`src/rtl/status_flag_unit.sv`:
```
// Status flag producer: computes {N,Z,C,V} for flag-setting ALU ops, holds them in a
// one-entry pending slot, commits them to the architectural register, and forwards the newest word.
module status_flag_unit #(
  parameter int unsigned WIDTH = 32
) (
  input  logic             clk,
  input  logic             rst,
  input  logic             exe_valid,
  input  logic             s_bit,
  input  logic             cond_met,
  input  logic [1:0]       op_class,
  input  logic             use_cin,
  input  logic [WIDTH-1:0] op_a,
  input  logic [WIDTH-1:0] op_b,
  input  logic [WIDTH-1:0] alu_result,
  input  logic             shifter_carry,
  input  logic             stall,
  input  logic             flush,
  output logic [3:0]       status_q,
  output logic [3:0]       status_fwd,
  output logic             flags_busy
);

  typedef enum logic [1:0] {
    OpLogic  = 2'b00,
    OpAdd    = 2'b01,
    OpSub    = 2'b10,
    OpNoFlag = 2'b11
  } op_class_e;

  logic [3:0]       arch_q, arch_d;
  logic [3:0]       pend_q, pend_d;
  logic             pend_v_q, pend_v_d;
  logic [3:0]       fwd;
  logic [3:0]       new_flags;
  logic [WIDTH-1:0] b_eff;
  logic             cin;
  logic [WIDTH:0]   sum;
  logic             cap;
  logic             unused_sum_lo;

  assign fwd = pend_v_q ? pend_q : arch_q;

  // SUB is a + ~b + cin; C=1 means no borrow.
  always_comb begin
    b_eff = op_b;
    cin   = 1'b0;
    unique case (op_class)
      OpAdd:   cin = use_cin ? fwd[1] : 1'b0;
      OpSub: begin
        b_eff = ~op_b;
        cin   = use_cin ? fwd[1] : 1'b1;
      end
      OpLogic, OpNoFlag: cin = 1'b0;
      default: cin = 1'b0;
    endcase
    sum = {1'b0, op_a} + {1'b0, b_eff} + {{WIDTH{1'b0}}, cin};
  end

  assign unused_sum_lo = ^sum[WIDTH-2:0];

  always_comb begin
    new_flags[3] = alu_result[WIDTH-1];
    new_flags[2] = (alu_result == '0);
    if (op_class == OpLogic) begin
      new_flags[1] = shifter_carry;
      new_flags[0] = fwd[0];
    end else begin
      new_flags[1] = sum[WIDTH];
      new_flags[0] = (op_a[WIDTH-1] == b_eff[WIDTH-1]) & (sum[WIDTH-1] != op_a[WIDTH-1]);
    end
  end

  assign cap = exe_valid & s_bit & cond_met & (op_class != OpNoFlag) & ~stall & ~flush;

  always_comb begin
    arch_d   = arch_q;
    pend_d   = pend_q;
    pend_v_d = pend_v_q;
    if (flush) begin
      pend_v_d = 1'b0;
    end else if (!stall) begin
      if (pend_v_q) arch_d = pend_q;
      pend_d   = new_flags;
      pend_v_d = cap;
    end
  end

  always_ff @(posedge clk) begin
    if (rst) begin
      arch_q   <= 4'b0000;
      pend_q   <= 4'b0000;
      pend_v_q <= 1'b0;
    end else begin
      arch_q   <= arch_d;
      pend_q   <= pend_d;
      pend_v_q <= pend_v_d;
    end
  end

  assign status_q   = arch_q;
  assign status_fwd = fwd;
  assign flags_busy = pend_v_q;

endmodule

```
`config.mk`:
```
export PLATFORM = sky130hd
export DESIGN_NAME = status_flag_unit
export DESIGN_NICKNAME = d
export VERILOG_FILES = /design/src/rtl/status_flag_unit.sv
export SDC_FILE = /design/constraint.sdc
export NUM_CORES = 1
export LEC_CHECK = 0
export CORE_MARGIN = 1.5
export CORE_UTILIZATION = 39
export CTS_BUF_LIST = sky130_fd_sc_hd__clkbuf_8
export CTS_CLUSTER_DIAMETER = 50
export CTS_CLUSTER_SIZE = 10
export DETAILED_ROUTE_END_ITERATION = 8
export PLACE_DENSITY = 0.89
export SKIP_CTS_REPAIR_TIMING = 1
export SLEW_MARGIN = 20
export SYNTH_ARGS = -nofsm -noshare
export SYNTH_HDL_FRONTEND = slang
export SYNTH_SLANG_ARGS = --single-unit
```
`constraint.sdc`:
```
create_clock -name clk -period 6.35 [get_ports clk]
set_input_delay 1.27 -clock clk [delete_from_list [all_inputs] [get_ports clk]]
set_output_delay 1.27 -clock clk [all_outputs]
set_load 0.05 [all_outputs]
```
==> results_dict.tcl, run 1 <==
set metrics [dict create \
    yosysWarningCount 0 \
    cts.sinks 9 \
    drtIter0Drc 77 \
    synth_mux_area_frac 0.0271 \
    instances_no_fill 364 \
    coreArea_mm2 0.00400 \
    final_cell_area_mm2 0.00285 \
    syn_area_mm2 0.00161 \
    die_h_um 67.3 \
    num-fill-cells 335 \
    tightest_slew_ns 1.02 \
    ir_drop_v 0.0000657 \
    grt.total_usage 0.208 \
    p_int_w 0.000221 \
    rsz0062_at_grt "false" \
    r2r_start "flags_busy" \
    ant_nets 0 \
    crit_end "pend_q[0]" \
    first_pass_iters 4 \
    drive_above_1_share 0.0414 \
    synth_nets 340 \
    reg2reg_depth 7 \
    cp.required_ns 6.45 \
    finalCritPeriodShare 0.715 \
    yosys.area_share.simple 0.215 \
    syn_area_per_cell_um2 8.03 \
    vias 1947 \
    power.share.clock 0.195 \
    drc 0 \
    layout_commonest_cell "clkdlybuf4s50_1" \
    viasPerCell 5.35 \
    grt_max_degree 35 \
    ff2ff_setup_slack_ns 4.14 \
    finalSetupTns_ns 0 \
    clock_path_buffers 2 \
    finalSetupViolations 0 \
    p_sw_frac 0.334 \
    maxSlewHeadroom 0.318 \
    antenna_found_initial 0 \
    finalClockSkew_ns 0.00150 \
    final_cell_mix "clkdlybuf4s50_1, xnor2_1, ha_1" \
    start_util 0.404 \
    synthXorXnorAreaFrac 0.179 \
    htreeDepth 1 \
    nNetsFinal 454 \
    synth_compound_area_frac 0.198 \
    async_flop_share 0 \
    hold_viol 0 \
    rows 23 \
    fin_crit_ns 4.54 \
    dp_hpwl_um 4140 \
    grt-ovfl-total 0 \
    num_antenna_cells 0 \
    area_growth_pct 76.7 \
    worstPathArrival_ns 4.64 \
    cts_made_buffers 3 \
    rr_endpoint "pend_q[0]" \
    postPlaceCellArea_mm2 0.00281 \
    critical_path.startpoint "op_class[0]" \
    routedWlPerCell_um 13.6 \
    place_congestion 0.784 \
    synth_cells 201 \
    design_power_total_w 0.000331 \
    grt_pass1_wl_um 7430 \
    die_w_um 67.3 \
    clock.fmax_mhz 220 \
    regArea_um2 180 \
    grt_pass1_vias 1782 \
    io-pin-count 116 \
    wl_um 4950 \
    netSwitchingPower_w 0.000111 \
    synth_edf_count 0 \
    placed_cells 360 \
    cts_tree "yes" \
    hold_path_class "flop to flop" \
    yosysSeqAreaShare 0.112 \
    path_class "input port to flop" \
    clk_pin_slew_ns 0.05 \
    slew_violations 0 \
    yosys_most_used_dff "dfxtp_1" \
    cts_root_buf "clkbuf_8" \
    ys_seq_elements 9 \
    port-buffer-count 115 \
    synth.distinct_cells 36 \
    crit_fanout 34 \
    maxCapViolCount 0 \
    status "completed" \
    seqPwrFrac 0.185 \
    powerDensity_mw_per_mm2 116 \
    synthAdderAreaFrac 0.248 \
    comb_power_share 0.620 \
    end_kind "flop" \
    leakagePower_nw 1.15 \
    synth_top_family_by_area "adder cells" \
    die-area_mm2 0.00453 \
    clock_latency_ns 0.23 \
    crit_path_start_kind "input port" \
    multi_input_area_mm2 0.00140 \
]
final cells by class:
| class | count | share of cell area |
|---|---|---|
| inverters | 3 | 0.00395 |
| flip-flops and latches | 9 | 0.0632 |
| multi-input cells | 183 | 0.492 |
| clock inverters | 1 | 0.00132 |
| repair buffers | 115 | 0.404 |
| clock buffers | 3 | 0.0145 |
| well taps | 50 | 0.0219 |
metrics by stage:
stage,utilization,setup slack [ns],hold slack [ns]
finish,0.713,1.81,0.483
detailed placement,0.702,1.50,0.477
floorplan,-,2.35,0.433
global placement,0.702,1.66,0.442
global route,0.713,1.59,0.506
CTS,0.713,1.74,0.487
power groups by stage:
stage               combinational, W  clock [W]  sequential [W]
finish                      0.000205  0.0000645       0.0000614
global route                0.000225  0.0000683       0.0000617
CTS                         0.000206  0.0000657       0.0000613
detailed placement          0.000204          0       0.0000623
global placement            0.000196          0       0.0000621
floorplan                   0.000102          0       0.0000674
routing by layer:
metal | track usage | up-vias | share of wire
met2 | 0.416 | 78 | 0.55
met5 | 0 | - | 0
met3 | 0.0383 | 6 | 0.060
met4 | 0.0383 | 0 | 0.0046
li1 | - | 975 | -
met1 | 0.226 | 888 | 0.39
flip-flops by register name (all words and copies together) (netlist names):
signal	cells
flags_busy	1
pend_q	4
status_q	4
worst max-delay path, cell delays in order:
cell and delay [ns]:
clkdlybuf4s50_1 0.46, nand2b_2 0.70, xnor2_1 0.40, ha_1 0.29, a21o_1 0.18, a21o_1 0.17
a221o_1 0.37, and3_4 0.20, a2111oi_4 0.33, xor2_1 0.17, o22ai_1 0.08
cells in the mapped netlist, drive strengths merged, types with 2 or more instances:
cell	n	area, µm²
ha	32	400
xnor2	32	280
a21oi	17	85.1
nor2	13	48.8
nand2	12	45.0
nor3	10	50.1
a21o	9	67.6
dfxtp	9	180
nor4	8	50.1
o21ai	8	40.0
nand3	7	35.0
clkbuf	6	22.5
and3	4	30.0
a211oi	3	22.5
and4	3	27.5
inv	3	11.3
mux2	3	33.8
nand4	3	18.8
a31oi	2	12.5
nand2b	2	12.5
o211ai	2	15.0
o22ai	2	12.5
worst min path at each step:
stage,slack [ns],end,cells after the start,start
detailed placement,0.48,pend_q[2],2,pend_q[2]
finish,0.48,pend_q[3],2,pend_q[3]
global placement,0.44,pend_q[3],2,pend_q[3]
CTS,0.49,pend_q[2],2,pend_q[2]
global route,0.51,pend_q[2],2,pend_q[2]
floorplan,0.43,pend_q[3],2,pend_q[3]
kinds of logic after synthesis:
family,Yosys count
xor gates and xnor gates,33
muxes,4
DFF,9
adders and majority gates,32
buffers and inverters,9
and+or+nand+nor,66
AOI/OAI and AO/OA,48
(Power assumes the default switching activity.)
==> run 2, diff against run 1 <==
--- a/config.mk
+++ b/config.mk
@@ -6,12 +6,12 @@
 export NUM_CORES = 1
 export LEC_CHECK = 0
 export CORE_MARGIN = 1.5
-export CORE_UTILIZATION = 39
+export CORE_UTILIZATION = 33
 export CTS_BUF_LIST = sky130_fd_sc_hd__clkbuf_8
 export CTS_CLUSTER_DIAMETER = 50
 export CTS_CLUSTER_SIZE = 10
 export DETAILED_ROUTE_END_ITERATION = 8
-export PLACE_DENSITY = 0.89
+export PLACE_DENSITY = 0.8
 export SKIP_CTS_REPAIR_TIMING = 1
 export SLEW_MARGIN = 20
 export SYNTH_ARGS = -nofsm -noshare
==> constraint.sdc (replaced) <==
create_clock -name clk -period 3.99 [get_ports clk]
set_input_delay 0.798 -clock clk [delete_from_list [all_inputs] [get_ports clk]]
set_output_delay 0.798 -clock clk [all_outputs]
set_load 0.05 [all_outputs]
==> results_dict.tcl, run 2 (synthesis gave the netlist of run 1 again) <==
set metrics [dict create \
    worstPathArrival_ns 3.61 \
    finalClockSkew_ns 0.00153 \
    rsz0062_at_grt "false" \
    drc 0 \
    drtIter0Drc 40 \
    cts_root_buf "clkbuf_8" \
    vias 1890 \
    first_pass_iters 4 \
    viasPerCell 4.93 \
    path_class "input port to flop" \
    htreeDepth 1 \
    cp_cell_sequence "clkdlybuf4s50_1 -> nand2b_2 -> buf_4 -> xnor2_1 -> ha_1 -> and3_1 -> nand3_1 -> nor3_1 -> and2_2 -> a2111oi_4 -> xor2_1 -> o22ai_1" \
    antenna_found_initial 0 \
    die-area_mm2 0.00532 \
    ant_nets 0 \
    ir_drop_v 0.000113 \
    clock_latency_ns 0.23 \
    placed_cells 379 \
    io-pin-count 116 \
    cts_tree "yes" \
    clock_path_buffers 2 \
    final_cell_mix "clkdlybuf4s50_1, xnor2_1, ha_1" \
    maxCapViolCount 0 \
    hold_viol 0 \
    clock.fmax_mhz 285 \
    place_congestion 0.781 \
    fin_crit_ns 3.51 \
    grt_pass1_vias 1812 \
    power.share.clock 0.197 \
    cts_made_buffers 3 \
    slew_violations 0 \
    finalSetupTns_ns 0 \
    start_util 0.342 \
    finalSetupViolations 0 \
    cp.required_ns 4.09 \
    finalCritPeriodShare 0.880 \
    drive_above_1_share 0.0475 \
    rows 25 \
    die_h_um 72.9 \
    p_int_w 0.000352 \
    grt-ovfl-total 0 \
    port-buffer-count 115 \
    die_w_um 72.9 \
    layout_commonest_cell "clkdlybuf4s50_1" \
    comb_power_share 0.617 \
    cts.sinks 9 \
    worst_path_largest_cell_delay_ns 0.51 \
    routedWlPerCell_um 12.1 \
    grt_pass1_wl_um 7180 \
    area_growth_pct 79.0 \
    wl_um 4640 \
    tightest_slew_ns 0.540 \
    grt_max_degree 22 \
    maxSlewHeadroom 0.638 \
    num_antenna_cells 0 \
    nNetsFinal 456 \
    seqPwrFrac 0.186 \
    clk_pin_slew_ns 0.05 \
    end_kind "flop" \
    slowest_stage "clkdlybuf4s50_1" \
    leakagePower_nw 1.16 \
    crit_fanout 21 \
    grt.total_usage 0.164 \
    p_sw_frac 0.328 \
    status "completed" \
    hold_path_class "flop to flop" \
    instances_no_fill 383 \
    powerDensity_mw_per_mm2 181 \
    netSwitchingPower_w 0.000171 \
    coreArea_mm2 0.00472 \
    crit_path_start_kind "input port" \
    dp_hpwl_um 4120 \
]
[run 2: metrics by stage]
stage	hold slack, ns	total power (W)	setup WS [ns]	util	instance area [µm²]
CTS	0.455	0.000529	0.457	0.612	2890
floorplan	0.433	0.000269	0.458	-	1610
global route	0.469	0.000561	0.249	0.612	2890
finish	0.452	0.000523	0.480	0.612	2890
global placement	0.440	0.000414	0.301	0.602	2840
detailed placement	0.449	0.000422	0.221	0.602	2840
[run 2: worst max-delay path, delay by kind of cell]
kind                     cells  cell delay, ns
AO/OA/AOI/OAI                2            0.43
XOR/XNOR                     2            0.34
AND/OR/NAND/NOR              5            0.87
adder cells (fa/ha/maj)      1            0.28
buffers and inverters        2            0.87
[run 2: power by group through the flow]
stage	registers, W	logic (W)	clock network [W]
6_report	0.0000974	0.000323	0.000103
5_1_grt	0.0000978	0.000356	0.000108
4_1_cts	0.0000973	0.000325	0.000107
3_5_place_dp	0.0000990	0.000323	0
3_3_place_gp	0.0000987	0.000316	0
2_1_floorplan	0.000107	0.000162	0
[run 2: layout make-up]
type                       instances  area (µm²)
inverter                           3        11.3
sequential                         9         180
clock inverter                     1        3.75
tap                               67        83.8
clock buffer                       3        41.3
timing repair buffer             117        1170
multi-input combinational        183        1400
fill                             432        1830
[run 2: path summary, 6_finish.rpt]
kind,start,end,slack [ns],depth (start not counted)
setup / recovery,op_class[0],pend_q[0],0.48,12
hold / removal,pend_q[3],pend_q[3],0.45,2
setup reg to reg,flags_busy,pend_q[0],1.85,7
hold reg to reg,pend_q[3],pend_q[3],0.45,2
[run 2: layer usage]
| metal | routed length [µm] | global-route usage | vias up |
|---|---|---|---|
| met4 | 94 | 0.0524 | 0 |
| met2 | 2290 | 0.298 | 55 |
| met1 | 2000 | 0.197 | 836 |
| met5 | 0 | 0 | - |
| met3 | 258 | 0.0221 | 10 |
| li1 | - | - | 989 |
==> run 3, diff against run 2 <==
--- a/config.mk
+++ b/config.mk
@@ -11,6 +11,7 @@
 export CTS_CLUSTER_DIAMETER = 50
 export CTS_CLUSTER_SIZE = 10
 export DETAILED_ROUTE_END_ITERATION = 8
+export GPL_TIMING_DRIVEN = 0
 export PLACE_DENSITY = 0.8
 export SKIP_CTS_REPAIR_TIMING = 1
 export SLEW_MARGIN = 20
==> results_dict.tcl, run 3 (synthesis gave the netlist of run 1 again) <==
set metrics [dict create \
    status "completed" \
    utilization 0.614 \
    postPlaceCellArea_mm2 0.00285 \
    start_util 0.342 \
    finalCritPeriodShare 0.930 \
    finalClockSkew_ns 0.00209 \
    grt.total_usage 0.179 \
    end_kind "flop" \
    whs_path_depth 2 \
    clk_pin_slew_ns 0.04 \
    die_h_um 72.9 \
    drc 0 \
    area_growth_pct 79.6 \
    ant_nets 0 \
    reg2reg_depth 7 \
    finalSetupViolations 0 \
    cts_tree "yes" \
    hold_path_class "flop to flop" \
    hold_viol 0 \
    layout_commonest_cell "clkdlybuf4s50_1" \
    dp_hpwl_um 4060 \
    clock_path_buffers 2 \
    fin_crit_ns 3.71 \
    grt_max_degree 11 \
    cp.required_ns 4.08 \
    cts_root_buf "clkbuf_8" \
    num_antenna_cells 0 \
    tightest_slew_ns 0.542 \
    viasPerCell 4.95 \
    finalSetupTns_ns 0 \
    clock_latency_ns 0.23 \
    antenna_found_initial 0 \
    rows 25 \
    ir_drop_v 0.0000818 \
    port-buffer-count 115 \
    worstPathArrival_ns 3.80 \
    vias 1911 \
    routedWlPerCell_um 12.1 \
    grt-ovfl-total 0 \
    maxSlewHeadroom 0.637 \
    drtIter0Drc 38 \
    maxCapViolCount 0 \
    clock.fmax_mhz 269 \
    crit_fanout 10 \
    instances_no_fill 386 \
    die_w_um 72.9 \
    cts_made_buffers 3 \
    grt_pass1_vias 1853 \
    placed_cells 383 \
    rsz0062_at_grt "false" \
    slew_violations 0 \
    first_pass_iters 4 \
    final_cell_mix "clkdlybuf4s50_1, xnor2_1, ha_1" \
    htreeDepth 1 \
    coreArea_mm2 0.00472 \
    place_congestion 0.875 \
    grt_pass1_wl_um 7730 \
    drive_above_1_share 0.0502 \
    crit_path_start_kind "input port" \
    cts.sinks 9 \
    leakagePower_nw 1.16 \
    nNetsFinal 459 \
    io-pin-count 116 \
    path_class "input port to flop" \
    die-area_mm2 0.00532 \
    powerDensity_mw_per_mm2 180 \
    wl_um 4680 \
    final_cell_area_mm2 0.00290 \
]
[run 3: worst paths after layout]
path	startpoint	end	slack [ns]
max	op_class[0]	pend_q[0]	0.28
min reg2reg	pend_q[3]	pend_q[3]	0.45
max reg2reg	flags_busy	pend_q[0]	1.84
min	pend_q[3]	pend_q[3]	0.45
[run 3: layout make-up]
| cell class | count | area, µm² |
|---|---|---|
| Buffer | 5 | 25.0 |
| Fill cell | 429 | 1820 |
| Sequential cell | 9 | 180 |
| Inverter | 3 | 11.3 |
| Multi-Input combinational cell | 183 | 1400 |
| Clock buffer | 3 | 41.3 |
| Clock inverter | 1 | 3.75 |
| Timing Repair Buffer | 115 | 1150 |
| Tap cell | 67 | 83.8 |
[run 3: worst max-delay path, stage by stage]
cell	delay (ns)
clkdlybuf4s50_1	0.51
nand2b_2	0.25
clkbuf_4	0.29
xnor2_1	0.14
ha_1	0.26
a21o_1	0.18
a21o_1	0.17
a221o_1	0.38
and3_4	0.20
a2111oi_4	0.33
xor2_1	0.19
o22ai_1	0.09
[run 3: through the flow]
stage	power [W]	setup slack, ns	hold slack (ns)
6_report	0.000521	0.279	0.455
5_1_grt	0.000566	0.0961	0.476
4_1_cts	0.000525	-0.351	0.457
3_5_place_dp	0.000420	-0.587	0.451
3_3_place_gp	0.000414	-0.525	0.443
2_1_floorplan	0.000269	0.458	0.433
[run 3: power by group]
| group | switching (W) | internal (W) | total (W) |
|---|---|---|---|
| logic | 0.000132 | 0.000190 | 0.000322 |
| registers | 0.00000295 | 0.0000945 | 0.0000975 |
| clock network | 0.0000348 | 0.0000669 | 0.000102 |
| total | 0.000170 | 0.000351 | 0.000521 |
[run 3: metal layers]
metal / up-vias / global-route usage / part of all wire
li1: 985 / - / -
met1: 859 / 0.211 / 0.42
met2: 65 / 0.330 / 0.52
met3: 2 / 0.0345 / 0.057
met4: 0 / 0.0398 / 0.0058
met5: - / 0 / 0
